--- src/rtl/memctrl_seq.sv ---
// memctrl_seq: byte-serial RAM sequencer shared by an instruction-fetch port and a load/store port.
// Define MEMCTRL_RR_ARB_EN to alternate grants on simultaneous requests (default: load/store wins).
module memctrl_seq #(
  parameter int ADDR_W     = 32,
  parameter int WORD_BYTES = 4
) (
  input  logic                          clk,
  input  logic                          rst,
  input  logic                          if_req,
  input  logic [ADDR_W-1:0]             if_addr,
  output logic                          if_done,
  output logic [8*WORD_BYTES-1:0]       if_data,
  input  logic                          mem_req,
  input  logic                          mem_wr,
  input  logic [ADDR_W-1:0]             mem_addr,
  input  logic [$clog2(WORD_BYTES)-1:0] mem_len,
  input  logic [8*WORD_BYTES-1:0]       mem_wdata,
  output logic                          mem_done,
  output logic [8*WORD_BYTES-1:0]       mem_rdata,
  input  logic [7:0]                    ram_din,
  output logic                          ram_wr,
  output logic [ADDR_W-1:0]             ram_addr,
  output logic [7:0]                    ram_dout
);

  localparam int LW = $clog2(WORD_BYTES);
  localparam int DW = 8 * WORD_BYTES;

  localparam logic [1:0] S_IDLE  = 2'd0;
  localparam logic [1:0] S_READ  = 2'd1;
  localparam logic [1:0] S_WRITE = 2'd2;
  localparam logic [1:0] S_DONE  = 2'd3;

  logic [1:0]        state;
  logic [ADDR_W-1:0] base_q;
  logic [LW-1:0]     len_q;
  logic [LW-1:0]     cnt;
  logic [LW-1:0]     cnt_inc;
  logic              wr_q;
  logic              gnt_mem;
  logic [DW-1:0]     wdata_q;
  logic [DW-1:0]     rbuf;
  logic [DW-1:0]     rbuf_nxt;
  logic [7:0]        wbyte;
  logic [ADDR_W-1:0] beat_addr;
  logic              start;
  logic              pick_mem;

  assign start     = (state == S_IDLE) && (if_req || mem_req);
  assign cnt_inc   = cnt + 1'b1;
  assign beat_addr = base_q + ADDR_W'(cnt);

`ifdef MEMCTRL_RR_ARB_EN
  logic last_mem;

  // A tie goes to whichever port was not granted at the previous start.
  assign pick_mem = mem_req & ~(if_req & last_mem);

  always_ff @(posedge clk) begin
    if (rst) begin
      last_mem <= 1'b0;
    end else if (start) begin
      last_mem <= pick_mem;
    end
  end
`else
  assign pick_mem = mem_req;
`endif

  always_comb begin
    rbuf_nxt = rbuf;
    wbyte    = '0;
    for (int b = 0; b < WORD_BYTES; b++) begin
      if (cnt == LW'(b)) begin
        rbuf_nxt[8*b +: 8] = ram_din;
        wbyte              = wdata_q[8*b +: 8];
      end
    end
  end

  always_ff @(posedge clk) begin
    if (rst) begin
      state     <= S_IDLE;
      base_q    <= '0;
      len_q     <= '0;
      cnt       <= '0;
      wr_q      <= 1'b0;
      gnt_mem   <= 1'b0;
      wdata_q   <= '0;
      rbuf      <= '0;
      if_data   <= '0;
      mem_rdata <= '0;
    end else begin
      unique case (state)
        S_IDLE: begin
          if (start) begin
            gnt_mem <= pick_mem;
            base_q  <= pick_mem ? mem_addr : if_addr;
            len_q   <= pick_mem ? mem_len : '1;
            wr_q    <= pick_mem & mem_wr;
            wdata_q <= mem_wdata;
            cnt     <= '0;
            rbuf    <= '0;
            if (!(pick_mem && mem_wr)) begin
              state <= S_READ;
            end else if (mem_len == '0) begin
              state <= S_DONE;
            end else begin
              state <= S_WRITE;
            end
          end
        end
        S_READ: begin
          rbuf <= rbuf_nxt;
          cnt  <= cnt_inc;
          if (cnt == len_q) begin
            state <= S_DONE;
            if (gnt_mem) begin
              mem_rdata <= rbuf_nxt;
            end else begin
              if_data <= rbuf_nxt;
            end
          end
        end
        S_WRITE: begin
          // The final write beat is driven from DONE, alongside the done pulse.
          cnt <= cnt_inc;
          if (cnt_inc == len_q) begin
            state <= S_DONE;
          end
        end
        S_DONE: begin
          state <= S_IDLE;
        end
        default: begin
          state <= S_IDLE;
        end
      endcase
    end
  end

  assign if_done  = (state == S_DONE) && !gnt_mem;
  assign mem_done = (state == S_DONE) && gnt_mem;

  always_comb begin
    ram_wr   = 1'b0;
    ram_addr = '0;
    ram_dout = '0;
    if (state == S_READ) begin
      ram_addr = beat_addr;
    end
    if (state == S_WRITE || (state == S_DONE && wr_q)) begin
      ram_wr   = 1'b1;
      ram_addr = beat_addr;
      ram_dout = wbyte;
    end
  end

endmodule
--- config.mk ---
export PLATFORM = sky130hd
export DESIGN_NAME = memctrl_seq
export DESIGN_NICKNAME = d
export VERILOG_FILES = /design/src/rtl/memctrl_seq.sv
export SDC_FILE = /design/constraint.sdc
export NUM_CORES = 1
export LEC_CHECK = 0
export CORE_ASPECT_RATIO = 1.25
export CORE_MARGIN = 5
export CORE_UTILIZATION = 40
export CTS_BUF_LIST = sky130_fd_sc_hd__clkbuf_8
export DETAILED_ROUTE_END_ITERATION = 6
export DONT_BUFFER_PORTS = 1
export PLACE_DENSITY = 0.59
export SLEW_MARGIN = 0
export SYNTH_ARGS = -nofsm -noshare
export SYNTH_HDL_FRONTEND = slang
export SYNTH_SLANG_ARGS = --single-unit
--- constraint.sdc ---
create_clock -name clk -period 3.89 [get_ports clk]
set_input_delay 0.5835 -clock clk [delete_from_list [all_inputs] [get_ports clk]]
set_output_delay 0.5835 -clock clk [all_outputs]
set_load 0.01 [all_outputs]
==> impl_metrics.csv, run 1 <==
group,metric,value,unit
finish,areaGrowthSynthToFinish,5.67,%
worst_setup_path,rr_startpoint,"state[0]$_SDFFE_PP0P_",
drt,wirelength,21700,µm
worst_setup_path,crit_path_cell_trace,"ha_1 > fa_1 > and4_1 > nand4_1 > or3_1 > a21oi_1",
logic_synthesis,syn_nets,1041,
floorplanning,start_util,0.404,
cts,ctsHoldBuffers,0,
placed_design,numPortBuffers,0,
timing,rsz0062_at_grt,"no",
worst_setup_path,timing_worst_setup_path_type,"reg -> out",
drt,dr.pass1.iters,6,
worst_setup_path,crit_arrival,2.71,ns
cts,clkSinkCount,168,
finish,fin_cells,1142,
timing,max_freq,304,MHz
logic_synthesis,yosysUniqueCellTypes,51,
placed_design,placedCellCount,1110,
cts,clkSlewWorstSetupHoldPaths,0.08,ns
min_path,hold_end,"wdata_q[30]$_SDFFE_PP0P_",
global_routing,gr-total-overflow,0,
timing,relSlewSlack,0.330,
timing,setup_viol,0,
outcome,status,"complete, no violations",
cts,cts_buffer_depth,2,
placed_design,place_congestion,0.824,
cts,cts_buffers,17,
worst_setup_path,cp_max_fo,8,
global_routing,grt_pass1_vias,5973,
cts,htreeDepth,4,
worst_setup_path,reg2reg_depth,6,
logic_synthesis,synth_warnings,0,
logic_synthesis,syn-instance-count,919,
timing,tightestPinTransition,1.01,ns
worst_setup_path,crit_path_end_kind,"primary output",
global_routing,track_usage,0.188,
logic_synthesis,syn-cell-area,7840,µm²
timing,skew,0.0132,ns
logic_synthesis,synth_top_cell_by_area,"dfxtp_1",
min_path,hp-class,"in -> reg",
cts,cts_root_buf,"clkbuf_8",
timing,holdWs,0.188,ns
worst_setup_path,timing.rr.end,"rbuf[1]$_SDFFE_PP0P_",
drt,viasPerCell,5.50,
power_and_ir_drop,p_leak,2.88,nW
timing,hold_viol,0,
worst_setup_path,cp_slowest_cell,"dfxtp_1",
job,drv_cap,0,
power_and_ir_drop,p_per_area,694,nW/µm²
drt,drtIter0Drc,319,
logic_synthesis,synth_top_cells_by_area,"dfxtp_1 43%, a211oi_1 9.2%, mux2i_1 8.9%",
floorplanning,ios,218,
min_path,min_path_cells,1,
finish,layout_commonest_cell,"dfxtp_1",
cts,clk_latency,0.47,ns
logic_synthesis,synth_edf_count,0,
floorplanning,fp.coreArea,19400,µm²
finish,final_cell_mix,"168 x dfxtp_1, 149 x nor2_1, 96 x a211oi_1",
finish,fin_area,8280,µm²
finish,drive_above_1_share,0.0696,
timing,post-route-period-util,0.846,
drt,ant_nets,0,
cts,tritoncts,"yes",
global_routing,grt_start_max_net_pins,171,
logic_synthesis,async_reset_ff_frac,0,
placed_design,dp_hpwl,15200,µm
worst_setup_path,path_buf_inv,0,
floorplanning,die_area,22500,µm²
floorplanning,rows,57,
worst_setup_path,start_kind,"register",
timing,drv_slew,0,
logic_synthesis,syn_area_per_cell,8.53,µm²
logic_synthesis,synthFlopType,"dfxtp_1",
logic_synthesis,yosys_register_bits,168,
cts,cts_resized,0,
worst_setup_path,worstPathRequired,3.31,ns
placed_design,place_area,7910,µm²
logic_synthesis,ys_seq_area_frac,0.429,
finish,final_nets,986,
drt,drc,0,
min_path,worstHoldStart,"rst",
floorplanning,die-width,135,µm
worst_setup_path,slowest_delay,0.46,ns
finish,n_antenna_cell,0,
drt,post_drt_wl_per_cell,19.0,µm
worst_setup_path,crit_family,"simple AND/OR/NAND/NOR gates",
global_routing,antenna_found_initial,0,
floorplanning,fp.dieH,166,µm
global_routing,grt_pass1_wl,33600,µm
cts,postCtsSetupBuffers,0,
timing,finalCriticalPeriod,3.29,ns
drt,vias,6276,
logic_synthesis,synth.top_cell.area_share,0.429,
worst_setup_path,reg2reg_setup_slack,1.67,ns
timing,setup_tns,0,ns
power_and_ir_drop,irDropWorstVdd,0.278,mV
## flip-flops by register name (all words and copies together), names as in the netlist
register   cells
len_q          2
state          2
mem_rdata     32
base_q        32
gnt_mem        1
if_data       32
cnt            2
wdata_q       32
rbuf          32
wr_q           1
## logic make-up after synthesis
logic type	after synthesis	synth area share
simple gates	328	0.189
compound gates	228	0.205
flops	168	0.429
buf+inv	99	0.0517
mux	71	0.0909
xor+xnor	14	0.0156
fa+ha+maj	11	0.0185
## worst reg2reg max path, stage by stage, from the launching register on
cell and delay (ns):
dfxtp_1 0.35, inv_1 0.11, ha_1 0.38, or3b_1 0.64
and3_1 0.41, a22oi_1 0.18, nor2_1 0.05
## area by class of cell
| type | count | area [µm²] |
|---|---|---|
| fillers | 2009 | 11100 |
| multi-input cells | 652 | 4090 |
| flip-flops and latches | 168 | 3360 |
| well taps | 265 | 332 |
| clock buffers | 18 | 248 |
| clock inverters | 14 | 125 |
| repair buffers | 9 | 67.6 |
| inverters | 16 | 60.1 |
## cells in the mapped netlist (6+ instances only)
cell	count
dfxtp_1	168
nor2_1	149
a211oi_1	96
nand2_1	91
mux2i_1	70
a21oi_1	57
clkbuf_1	45
a22oi_1	29
buf_2	21
buf_1	16
inv_1	15
nand4_1	13
nand3_1	12
nor2b_1	12
ha_1	10
or2_2	9
a211o_1	8
a221oi_1	8
nor3_1	7
xnor2_1	7
xor2_1	7
and3_1	6
and4_1	6
o21ai_0	6
## worst max path at each step
stage | startpoint | to | slack, ns | cells past startpoint
final | cnt[0]$_SDFFE_PP0P_ | ram_addr[16] | 0.60 | 6
after global routing | cnt[0]$_SDFFE_PP0P_ | ram_addr[16] | 0.33 | 6
after CTS | cnt[0]$_SDFFE_PP0P_ | ram_addr[16] | 0.53 | 6
after detailed placement | cnt[0]$_SDFFE_PP0P_ | ram_addr[16] | 1.06 | 6
after global placement | cnt[0]$_SDFFE_PP0P_ | ram_addr[16] | 1.13 | 6
after floorplan | cnt[0]$_SDFFE_PP0P_ | ram_addr[18] | 1.39 | 7
## where the power goes
| part | switching, mW | leakage, nW | internal, mW | total, mW |
|---|---|---|---|---|
| clock | 0.684 | 0.190 | 0.529 | 1.21 |
| sequential | 0.436 | 1.37 | 2.11 | 2.55 |
| combinational | 1.27 | 1.32 | 0.721 | 1.99 |
| total | 2.39 | 2.88 | 3.36 | 5.75 |
## layer usage
layer / share of wire / global-route usage / up-vias
met5: 0 / 0 / -
met4: 0.016 / 0.0605 / 0
met3: 0.073 / 0.0528 / 22
met2: 0.48 / 0.314 / 192
met1: 0.43 / 0.234 / 2897
li1: - / - / 3165
## metrics by stage
stage / worst slack, ns / utilization / power (mW)
after floorplan: 1.39 / - / 4.11
after global placement: 1.13 / 0.408 / 4.57
after detailed placement: 1.06 / 0.408 / 4.60
after CTS: 0.533 / 0.427 / 5.82
after global routing: 0.326 / 0.427 / 6.19
final: 0.600 / 0.427 / 5.75
Power figures use the tool's default switching activity.
==> inputs of run 2 (changes only) <==
--- a/config.mk
+++ b/config.mk
@@ -5,13 +5,14 @@
 export SDC_FILE = /design/constraint.sdc
 export NUM_CORES = 1
 export LEC_CHECK = 0
+export ABC_AREA = 1
 export CORE_ASPECT_RATIO = 1.25
 export CORE_MARGIN = 5
 export CORE_UTILIZATION = 40
 export CTS_BUF_LIST = sky130_fd_sc_hd__clkbuf_8
 export DETAILED_ROUTE_END_ITERATION = 6
 export DONT_BUFFER_PORTS = 1
-export PLACE_DENSITY = 0.59
+export PLACE_DENSITY = 0.61
 export SLEW_MARGIN = 0
 export SYNTH_ARGS = -nofsm -noshare
 export SYNTH_HDL_FRONTEND = slang
==> constraint.sdc (replaced) <==
create_clock -name clk -period 2.69 [get_ports clk]
set_input_delay 0.4035 -clock clk [delete_from_list [all_inputs] [get_ports clk]]
set_output_delay 0.4035 -clock clk [all_outputs]
set_load 0.01 [all_outputs]
==> run 2 against run 1 <==
- cell area grew 6.9%
- wire length grew 16%
- combinational power grew 60%
- register-to-register slack lost 0.95 ns
- sequential power grew 30%
- sequential share of layout area shrank 2.6 points
- clock skew grew 0.016 ns
- first-iteration DRC count grew 50%
- synthesized cell count grew 33%
- clock-buffer cell count is the same
- largest cell class unchanged
- hold slack lost 0.12 ns
==> impl_metrics.csv, run 2 <==
group,metric,value,unit
logic_synthesis,synth_warnings,0,
power_and_ir_drop,p_leak,3.13,nW
power_and_ir_drop,sequentialPowerShare,0.394,
floorplanning,fp.dieH,170,µm
logic_synthesis,async_reset_ff_frac,0,
logic_synthesis,synth_commonest_cells,"366 x nand2_1, 168 x dfxtp_1, 146 x a21oi_1, 139 x nor2_1, 98 x o21ai_0",
worst_setup_path,worstPathRequired,2.29,ns
global_routing,grt_pass1_wl,39700,µm
finish,final_nets,1299,
logic_synthesis,syn-instance-count,1218,
logic_synthesis,yosys_register_bits,168,
logic_synthesis,syn_nets,1340,
finish,layout_commonest_cell,"nand2_1",
placed_design,place_congestion,0.884,
timing,holdWs,0.0664,ns
finish,fin_cells,1460,
drt,vias,7825,
global_routing,gr-total-overflow,0,
worst_setup_path,start_kind,"register",
floorplanning,die_area,23400,µm²
floorplanning,fp.coreArea,20100,µm²
timing,hold_viol,0,
power_and_ir_drop,p_total,8.39,mW
logic_synthesis,ys_seq_area_frac,0.412,
power_and_ir_drop,p_sw_frac,0.442,
timing,drv_slew,0,
power_and_ir_drop,p_per_area,949,nW/µm²
finish,n_antenna_cell,0,
timing,setup_viol,0,
cts,cts_buffers,17,
logic_synthesis,synth_top_cell_by_area,"dfxtp_1",
cts,clkSinkCount,168,
cts,tritoncts,"yes",
logic_synthesis,syn-cell-area,8160,µm²
worst_setup_path,crit_path_cell_trace,"ha_2 > fa_1 > nand2_1 > nor2_4 > buf_4 > xnor2_1 > nor2_1",
floorplanning,ios,218,
logic_synthesis,yosysMostFrequentCell,"nand2_1",
floorplanning,start_util,0.406,
placed_design,place_area,8320,µm²
power_and_ir_drop,irDropWorstVdd,0.652,mV
timing,post-route-period-util,0.952,
cts,clkSlewWorstSetupHoldPaths,0.12,ns
timing,tightestPinTransition,0.696,ns
finish,fin_area,8850,µm²
power_and_ir_drop,clkPwrFrac,0.227,
worst_setup_path,cp_slowest_cell,"dfxtp_4",
floorplanning,die-width,138,µm
finish,areaGrowthSynthToFinish,8.42,%
worst_setup_path,path_buf_inv,1,
drt,viasPerCell,5.36,
worst_setup_path,crit_family,"adder cells",
min_path,hp-class,"in -> reg",
logic_synthesis,synthFlopType,"dfxtp_1",
placed_design,numPortBuffers,0,
power_and_ir_drop,intPower,4.68,mW
timing,rsz0062_at_grt,"yes",
global_routing,grt_start_max_net_pins,100,
drt,dr.pass1.iters,5,
timing,relSlewSlack,0.536,
global_routing,track_usage,0.213,
timing,setup_ws,0.129,ns
timing,skew,0.0292,ns
drt,post_drt_wl_per_cell,17.3,µm
logic_synthesis,yosysUniqueCellTypes,35,
logic_synthesis,synth_edf_count,0,
power_and_ir_drop,netSwitchingPower,3.71,mW
global_routing,antenna_found_initial,0,
placed_design,place_ws,0.342,ns
job,drv_cap,0,
worst_setup_path,crit_arrival,2.16,ns
timing,max_freq,391,MHz
worst_setup_path,crit_path_end_kind,"primary output",
logic_synthesis,synth.top_cell.area_share,0.412,
drt,wirelength,25200,µm
drt,ant_nets,0,
power_and_ir_drop,p_comb_frac,0.379,
finish,drive_above_1_share,0.0773,
cts,htreeDepth,4,
drt,drc,0,
placed_design,dp_hpwl,17800,µm
cts,cts_root_buf,"clkbuf_8",
floorplanning,rows,58,
global_routing,grt_pass1_vias,7170,
cts,clk_latency,0.48,ns
logic_synthesis,syn_area_per_cell,6.70,µm²
outcome,status,"complete, no violations",
timing,finalCriticalPeriod,2.56,ns
finish,final_cell_mix,"364 x nand2_1, 166 x dfxtp_1, 139 x a21oi_1",
logic_synthesis,synth_top_cells_by_area,"dfxtp_1 41%, nand2_1 17%, a21oi_1 9.0%",
worst_setup_path,cp_max_fo,7,
cts,cts_buffer_depth,2,
worst_setup_path,slowest_delay,0.38,ns
worst_setup_path,timing_worst_setup_path_type,"reg -> out",
drt,drtIter0Drc,480,
placed_design,placedCellCount,1426,
## run 2: worst paths after layout
kind | start | endpoint | slack, ns | cells after the start
worst max-delay path | cnt[0]$_SDFFE_PP0P_ | ram_addr[4] | 0.13 | 7
worst min-delay path | mem_req | base_q[31]$_SDFFE_PP0P_ | 0.07 | 2
worst max register to register | cnt[0]$_SDFFE_PP0P_ | mem_rdata[19]$_SDFFE_PP0P_ | 0.72 | 7
worst min register to register | rbuf[3]$_SDFFE_PP0P_ | rbuf[3]$_SDFFE_PP0P_ | 0.47 | 2
## run 2: final cells by class
cell class	instances	area, µm²
clock buffer	18	248
clock inverter	14	166
fill	2132	11300
inverter	57	214
multi-input combinational	912	4310
sequential	168	3370
tap	270	338
timing repair buffer	21	203
## run 2: repair_timing
| item | CTS | global route |
|---|---|---|
| resized for setup | 5 | 22 |
| setup endpoints to repair | 18 | 25 |
| pin swaps | 0 | 7 |
| hold buffers | 1 | 0 |
| endpoints found under the hold margin | 99 | 0 |
| setup buffers | 0 | 1 |
## run 2: per-stage QoR
| step | utilization | setup TNS [ns] |
|---|---|---|
| 3_3_place_gp | 0.414 | 0 |
| 2_1_floorplan | - | 0 |
| 5_1_grt | 0.440 | -0.0129 |
| 4_1_cts | 0.437 | 0 |
| 3_5_place_dp | 0.414 | 0 |
| 6_report | 0.440 | 0 |
## run 2: logic make-up after synthesis
logic type,after synthesis,share of synthesized area
compound gates,284,0.183
xor+xnor,9,0.00966
fa+ha+maj,11,0.0178
buf+inv,138,0.0696
flops,168,0.412
simple gates,608,0.308
## run 2: worst register-to-register path: stages, from the launching register on
cell	delay, ns
dfxtp_4	0.38
inv_2	0.09
ha_1	0.55
buf_4	0.32
nand2_1	0.10
o21ai_0	0.17
nand4_1	0.14
a21oi_1	0.17
## run 2: routing by layer
layer | vias to the layer above | global-route usage | routed length, µm
met4 | 0 | 0.0718 | 635
li1 | 3934 | - | -
met1 | 3598 | 0.257 | 10100
met2 | 252 | 0.361 | 12500
met5 | - | 0 | 0
met3 | 41 | 0.0629 | 1970
## run 2: power groups by stage
| stage | clock, mW | combinational [mW] | sequential, mW |
|---|---|---|---|
| after floorplan | 0 | 2.40 | 3.21 |
| after global placement | 0 | 3.08 | 3.36 |
| after detailed placement | 0 | 3.11 | 3.35 |
| after CTS | 1.96 | 3.16 | 3.30 |
| after global routing | 2.07 | 3.57 | 3.37 |
| final | 1.90 | 3.19 | 3.31 |
